==> src/rtl/pipe_sched.sv <==
// pipe_sched: three-slot in-order stage sequencer with an output register and start pulses.
// Optional performance counters are enabled by defining PIPE_SCHED_PERF_EN.
module pipe_sched (
    input  logic       clk,
    input  logic       rst,
    input  logic       in_valid,
    input  logic [7:0] in_data,
    output logic       in_ready,
    output logic       st1_exec,
    output logic       st2_exec,
    output logic       st3_exec,
    output logic [7:0] st1_data,
    output logic [7:0] st2_data,
    output logic [7:0] st3_data,
    input  logic       st1_done,
    input  logic       st2_done,
    input  logic       st3_done,
    output logic       out_valid,
    output logic [7:0] out_data,
    input  logic       out_ready,
    input  logic       flush,
    output logic       busy,
    output logic [15:0] issue_cnt,
    output logic [15:0] stall_cnt
);
    typedef enum logic [1:0] {IDLE = 2'd0, RUN = 2'd1, HELD = 2'd2} state_t;

    state_t     r_st1, r_st2, r_st3;
    state_t     w_nx1, w_nx2, w_nx3;
    logic [7:0] r_d1, r_d2, r_d3, r_out_data;
    logic       r_ex1, r_ex2, r_ex3, r_out_valid;
    logic       w_want1, w_want2, w_want3;
    logic       w_leave1, w_leave2, w_leave3;
    logic       w_free1, w_free2, w_free3;
    logic       w_out_free, w_acc;

    // A slot wants to move once its done has been seen (RUN+done now, or already HELD).
    assign w_want1 = (r_st1 == RUN && st1_done) || r_st1 == HELD;
    assign w_want2 = (r_st2 == RUN && st2_done) || r_st2 == HELD;
    assign w_want3 = (r_st3 == RUN && st3_done) || r_st3 == HELD;

    // Free-next chain resolves from the output backwards so a full pipe can advance in lockstep.
    assign w_out_free = !r_out_valid || out_ready;
    assign w_leave3   = w_want3 && w_out_free;
    assign w_free3    = r_st3 == IDLE || w_leave3;
    assign w_leave2   = w_want2 && w_free3;
    assign w_free2    = r_st2 == IDLE || w_leave2;
    assign w_leave1   = w_want1 && w_free2;
    assign w_free1    = r_st1 == IDLE || w_leave1;

    assign in_ready = rst && !flush && w_free1;
    assign w_acc    = in_valid && in_ready;

    function automatic state_t f_next(state_t s, logic enter, logic leave, logic done);
        return enter ? RUN : leave ? IDLE : (s == RUN && done) ? HELD : s;
    endfunction

    always_comb begin
        w_nx1 = f_next(r_st1, w_acc, w_leave1, st1_done);
        w_nx2 = f_next(r_st2, w_leave1, w_leave2, st2_done);
        w_nx3 = f_next(r_st3, w_leave2, w_leave3, st3_done);
        if (flush) begin
            w_nx1 = IDLE;
            w_nx2 = IDLE;
            w_nx3 = IDLE;
        end
    end

    always_ff @(posedge clk or negedge rst) begin
        if (!rst) begin
            r_st1 <= IDLE;
            r_st2 <= IDLE;
            r_st3 <= IDLE;
        end else begin
            r_st1 <= w_nx1;
            r_st2 <= w_nx2;
            r_st3 <= w_nx3;
        end
    end

    always_ff @(posedge clk or negedge rst) begin
        if (!rst) begin
            r_d1        <= '0;
            r_d2        <= '0;
            r_d3        <= '0;
            r_ex1       <= 1'b0;
            r_ex2       <= 1'b0;
            r_ex3       <= 1'b0;
            r_out_valid <= 1'b0;
            r_out_data  <= '0;
        end else begin
            r_ex1 <= !flush && w_acc;
            r_ex2 <= !flush && w_leave1;
            r_ex3 <= !flush && w_leave2;
            if (!flush && w_acc)
                r_d1 <= in_data;
            if (!flush && w_leave1)
                r_d2 <= r_d1;
            if (!flush && w_leave2)
                r_d3 <= r_d2;
            if (flush)
                r_out_valid <= 1'b0;
            else if (w_leave3) begin
                r_out_valid <= 1'b1;
                r_out_data  <= r_d3;
            end else if (out_ready)
                r_out_valid <= 1'b0;
        end
    end

    assign st1_exec  = r_ex1;
    assign st2_exec  = r_ex2;
    assign st3_exec  = r_ex3;
    assign st1_data  = r_d1;
    assign st2_data  = r_d2;
    assign st3_data  = r_d3;
    assign out_valid = r_out_valid;
    assign out_data  = r_out_data;
    assign busy      = r_st1 != IDLE || r_st2 != IDLE || r_st3 != IDLE || r_out_valid;

`ifdef PIPE_SCHED_PERF_EN
    logic [15:0] r_issue, r_stall;

    // Saturating counters survive flush; only reset clears them.
    always_ff @(posedge clk or negedge rst) begin
        if (!rst) begin
            r_issue <= '0;
            r_stall <= '0;
        end else begin
            if (w_acc && r_issue != 16'hFFFF)
                r_issue <= r_issue + 16'd1;
            if (in_valid && !in_ready && r_stall != 16'hFFFF)
                r_stall <= r_stall + 16'd1;
        end
    end

    assign issue_cnt = r_issue;
    assign stall_cnt = r_stall;
`else
    assign issue_cnt = '0;
    assign stall_cnt = '0;
`endif
endmodule

==> config.mk <==
export PLATFORM = sky130hd
export DESIGN_NAME = pipe_sched
export DESIGN_NICKNAME = d
export VERILOG_FILES = /design/src/rtl/pipe_sched.sv
export SDC_FILE = /design/constraint.sdc
export NUM_CORES = 1
export LEC_CHECK = 0
export CORE_ASPECT_RATIO = 2
export CORE_MARGIN = 3
export CORE_UTILIZATION = 43
export CTS_CLUSTER_SIZE = 16
export DETAILED_ROUTE_END_ITERATION = 7
export PLACE_DENSITY_LB_ADDON = 0.1
export SLEW_MARGIN = 20
export SYNTH_ARGS = -nofsm -noshare
export SYNTH_HDL_FRONTEND = slang
export SYNTH_SLANG_ARGS = --single-unit
==> constraint.sdc <==
create_clock -name clk -period 2.08 [get_ports clk]
set_input_delay 0.416 -clock clk [delete_from_list [all_inputs] [get_ports clk]]
set_output_delay 0.416 -clock clk [all_outputs]
set_load 0.1 [all_outputs]
Word level (Yosys, flattened, before mapping) --
Index checks and enable logic that the tools add are counted. Widths: inputs -> output; s select.
Storage, ports and cells: bits in registers 42, output and inout bits 70, word-level logic and storage cells 68
Cells by class: equal/unequal tests 6, mux-type cells 15, bitwise gates (word level) 1, reductions and logical operators 35
Operator list (number):
- $mux 2 | 12
- $logic_and 1x1->1 | 12
- $reduce_bool 4->1 | 3
- $logic_or 1x1->1 | 10
- $eq 2x1->1 const B | 3
- $eq 2x2->1 const B | 3
- $logic_not 2->1 | 3
- $reduce_bool 2->1 | 3
- $mux 1 | 3
- $reduce_bool 3->1 | 1
- $logic_not 1->1 | 2
- $reduce_and 2->1 | 1
- $not 1->1 | 1

Longest topological paths before layout --
depth in word-level cells 13, mapped depth 6, mapped depth without buffers 5

Least setup slack after synthesis --
No wires, ideal clock.
path type register to output, start register r_out_valid, in the netlist out_valid, end output port in_ready, arrival 2.183 ns, required time 1.664 ns, path slack -0.519 ns, cell stages (with the launch flop) 6, path buffers 0, cell sequence dfrtp_1 > and3b_4 > o22ai_4 > o211ai_2 > inv_1 > o211a_1
Between the ends: word-level cells in the longest chain between the ends 9
Ends and longest elaborated chain:
- from (decl) | line 31 | logic r_ex1, r_ex2, r_ex3, r_out_valid;
- from (signal assigned) | line 89 | r_out_valid <= 1'b0;
- from (signal assigned) | line 102 | r_out_valid <= 1'b0;
- from (signal assigned) | line 104 | r_out_valid <= 1'b1;
- $logic_not 1->1 | line 43 | assign w_out_free = !r_out_valid || out_ready;
- $logic_or 1x1->1 | line 43
- $logic_and 1x1->1 | line 44 | assign w_leave3 = w_want3 && w_out_free;
- $logic_or 1x1->1 | line 45 | assign w_free3 = r_st3 == IDLE || w_leave3;
- $logic_and 1x1->1 | line 46 | assign w_leave2 = w_want2 && w_free3;
- $logic_or 1x1->1 | line 47 | assign w_free2 = r_st2 == IDLE || w_leave2;
- $logic_and 1x1->1 | line 48 | assign w_leave1 = w_want1 && w_free2;
- $logic_or 1x1->1 | line 49 | assign w_free1 = r_st1 == IDLE || w_leave1;
- $logic_and 1x1->1 | line 51 | assign in_ready = rst && !flush && w_free1;
- to (decl) | line 8 | output logic in_ready,
No other way between the ends.

Final worst setup path --
start register r_st3[1], end output port in_ready
Between the ends: word-level cells in the longest chain between the ends 10
Ends and longest elaborated chain:
- from (decl) | line 28 | state_t r_st1, r_st2, r_st3;
- from (signal assigned) | line 77 | r_st3 <= w_nx3;
- $eq 2x1->1 | line 40 | assign w_want3 = (r_st3 == RUN && st3_done) || r_st3 == HELD;
- $logic_and 1x1->1 | line 40
- $logic_or 1x1->1 | line 40
- $logic_and 1x1->1 | line 44
- $logic_or 1x1->1 (*) | line 45
- $logic_and 1x1->1 (*) | line 46
- $logic_or 1x1->1 (*) | line 47
- $logic_and 1x1->1 (*) | line 48
- $logic_or 1x1->1 (*) | line 49
- $logic_and 1x1->1 (*) | line 51
Every way passes the cells marked *; elsewhere a longest branch is shown, timed or not.

==> results by group <==
Die
  – Initial Util: 0.447
  – Overall die height: 104 um
  – Die Footprint: 0.00569 mm^2
  – Core Region: 0.00460 mm^2
  – Die Width: 54.9 um
  – I/O pins: 86
  – # rows: 35

Setup path
  – Setup CP Type: flop to primary output
  – Peak fanout along the critical path: 4
  – CP Data Required Time: 1.66 ns
  – Critical Path Source Type: flop
  – Arr. time, crit path: 1.65 ns
  – Setup crit end kind: primary output

Route
  – Detail Route Antenna Nets: 0
  – Post-route DRC: 0
  – Iteration count of the initial detailed-routing pass: 3
  – Wire length per cell: 14.8 um
  – Final wirelength: 4310 um
  – Initial drt markers: 36
  – Vias/cell: 4.65
  – Total vias in the final route: 1357

Synthesis
  – Count leader, synth: dfrtp_1
  – Largest cells by area after synthesis: dfrtp_1 (51%), mux2_2 (12%), buf_4 (12%)
  – Yosys warns: 0
  – Gate Count Post-Synth: 157
  – Post-synth EDFFs: 0
  – Share of the synthesized area in the top cell type: 0.512
  – Commonest register cell after synthesis: dfrtp_1
  – Async set or reset register ratio after synthesis: 1.00
  – Largest area contributor in the netlist: dfrtp_1
  – Yosys cell types: 33
  – Mapped cell area: 0.00205 mm^2
  – Seq/Total Area, Yosys: 0.512
  – Avg Cell Area, Syn: 13.1 um^2
  – Yosys reg bits: 42
  – Synth cell count leaders: dfrtp_1 (42), buf_4 (32), mux2_2 (22), mux2_4 (8), inv_1 (7)

Global routing
  – Vias in the first global route: 1431
  – Initial antenna violation count: 0
  – Total GRT Usage: 0.169
  – Global-route wire length before repair: 6930 um
  – Largest net degree at the start of global routing: 43
  – GRT overflow: 0

Timing
  – RSZ-0062 raised after global routing: yes
  – Worst clock skew: 0.00590 ns
  – Final worst slack: 0.0184 ns
  – Min Clock Period, post-route: 2.06 ns
  – Final setup viols: 0
  – Max_slew headroom: 0.656
  – Worst Tran Pin Value: 0.516 ns
  – Final hold vios: 0
  – Hold Slack: 0.263 ns
  – Max Freq: 485 MHz
  – Final Slew Violations: 0
  – Crit share post-route: 0.991

Clock tree
  – CTS tree: done
  – CTS Sinks: 42
  – Clock Root Buffer: clkbuf_8
  – Clk_lat worst skew: 0.29 ns
  – Hold_buf cts: 0
  – Clk slew on worst S/H paths: 0.07 ns
  – H-tree levels: 2
  – Clock Path Buffers: 2
  – CTS Buf Count: 5

Placed design
  – Number of I/O port buffers: 53
  – Placed wire-length estimate: 3270 um
  – RD Place Congestion: 0.700
  – Dpl ws: -0.234 ns

Final layout
  – Synth-to-layout area growth: 31.6%
  – Storage element area: 0.00105 mm^2
  – Filler Cell Count: 394
  – N_diodes: 0
  – Layout Nets: 253
  – Multi-input gate area: 840 um^2
  – Share of layout cells above drive strength 1: 0.481

Power
  – PD cells: 1580 mW/mm^2
  – Lkg Pwr: 1.41 nW
  – Maximum vdd drop: 1.75 mV

Run
  – Max-cap viol count: 0

Outcome
  – Status: finished, final reports clean

Worst hold path
  – Worst Hold Class: input port to asynchronous set/reset pin
==> critical path, stage by stage (launching register included) <==
cell and delay, ns:
dfrtp_1 0.40, and3b_4 0.23, o22ai_4 0.08, o211ai_2 0.18, inv_2 0.07, o211a_4 0.24, buf_12 0.16
==> metal layers <==
layer | part of all wire | track usage | up-vias
met2 | 0.58 | 0.301 | 58
met3 | 0.067 | 0.0403 | 4
met4 | 0.011 | 0.0642 | 0
met1 | 0.34 | 0.175 | 667
li1 | - | - | 628
met5 | 0 | 0 | -
==> cell usage in the layout (no fill, tap or decap), types with 2 or more instances in the layout <==
| cell type | Yosys | final |
|---|---|---|
| mux2_1 | 3 | 3 |
| mux2_2 | 22 | 22 |
| nor3_1 | 2 | 2 |
| conb_1 | 1 | 32 |
| nand2b_4 | 2 | 2 |
| nor2_1 | 4 | 4 |
| inv_1 | 7 | 6 |
| a21oi_1 | 5 | 5 |
| clkbuf_8 | 1 | 5 |
| buf_4 | 32 | 58 |
| buf_12 | 0 | 3 |
| mux2_4 | 8 | 8 |
| clkdlybuf4s50_1 | 0 | 10 |
| nand2_1 | 5 | 5 |
| o21ai_0 | 3 | 3 |
| dlygate4sd2_1 | 0 | 2 |
| clkbuf_1 | 0 | 2 |
| dfrtp_1 | 42 | 41 |
| nand3_1 | 2 | 2 |
==> final cells by class <==
cell class / count / area share
repair buffers: 76 / 0.237
well taps: 55 / 0.0255
clock buffers: 7 / 0.0282
flip-flops and latches: 42 / 0.389
inverters: 7 / 0.00972
multi-input cells: 105 / 0.311
==> kinds of logic after synthesis <==
| kind of cell | after synthesis | share of synthesized area |
|---|---|---|
| AO/OA/AOI/OAI | 16 | 0.0627 |
| buffers and inverters | 41 | 0.142 |
| flip-flops | 42 | 0.512 |
| multiplexers | 35 | 0.207 |
| other | 1 | 0.00183 |
| AND/OR/NAND/NOR | 22 | 0.0749 |
==> per-stage QoR <==
stage	cell area (um^2)	cells	setup TNS (ns)	utilization	power, mW
finish	2700	292	0	0.588	4.28
global placement	2560	276	-1.22	0.556	3.76
detailed placement	2560	276	-2.26	0.556	3.80
CTS	2680	289	-0.0127	0.583	4.31
global route	2700	292	-0.0508	0.588	4.42
floorplan	2180	188	0	-	3.32
==> registers in the layout, summed over array words and instances, names as in the netlist <==
name and cells:
r_st3 2, r_st2 2, st1_data 8, st3_exec 1, st2_data 8, st2_exec 1
st3_data 8, out_valid 1, r_st1 2, st1_exec 1, out_data 8
==> power breakdown <==
part / switching, mW / total [mW] / internal (mW)
Clock: 0.256 / 0.488 / 0.231
Combinational: 2.05 / 2.59 / 0.544
Sequential: 0.168 / 1.20 / 1.03
==> final timing paths <==
| path | end | slack (ns) | cells past startpoint | startpoint |
|---|---|---|---|---|
| max | in_ready | 0.02 | 6 | r_st3[1]$_DFFE_PN0P_ |
| min | st1_data[0]$_DFFE_PN0P_ | 0.26 | 2 | rst |
| max reg2reg | st1_data[3]$_DFFE_PN0P_ | 0.18 | 9 | r_st1[0]$_DFFE_PN0P_ |
| min reg2reg | out_data[4]$_DFFE_PN0P_ | 0.50 | 1 | out_data[4]$_DFFE_PN0P_ |
| max in group asynchronous | out_valid$_DFFE_PN0P_ | 1.44 | 2 | rst |
| min in group clk | out_data[4]$_DFFE_PN0P_ | 0.50 | 1 | out_data[4]$_DFFE_PN0P_ |
==> repair_timing <==
item                       CTS  global route
gates resized for setup      6             1
pin swaps                    5             3
setup endpoints to repair    1             1
setup buffers                6             3
Power figures use the tool's default switching activity.
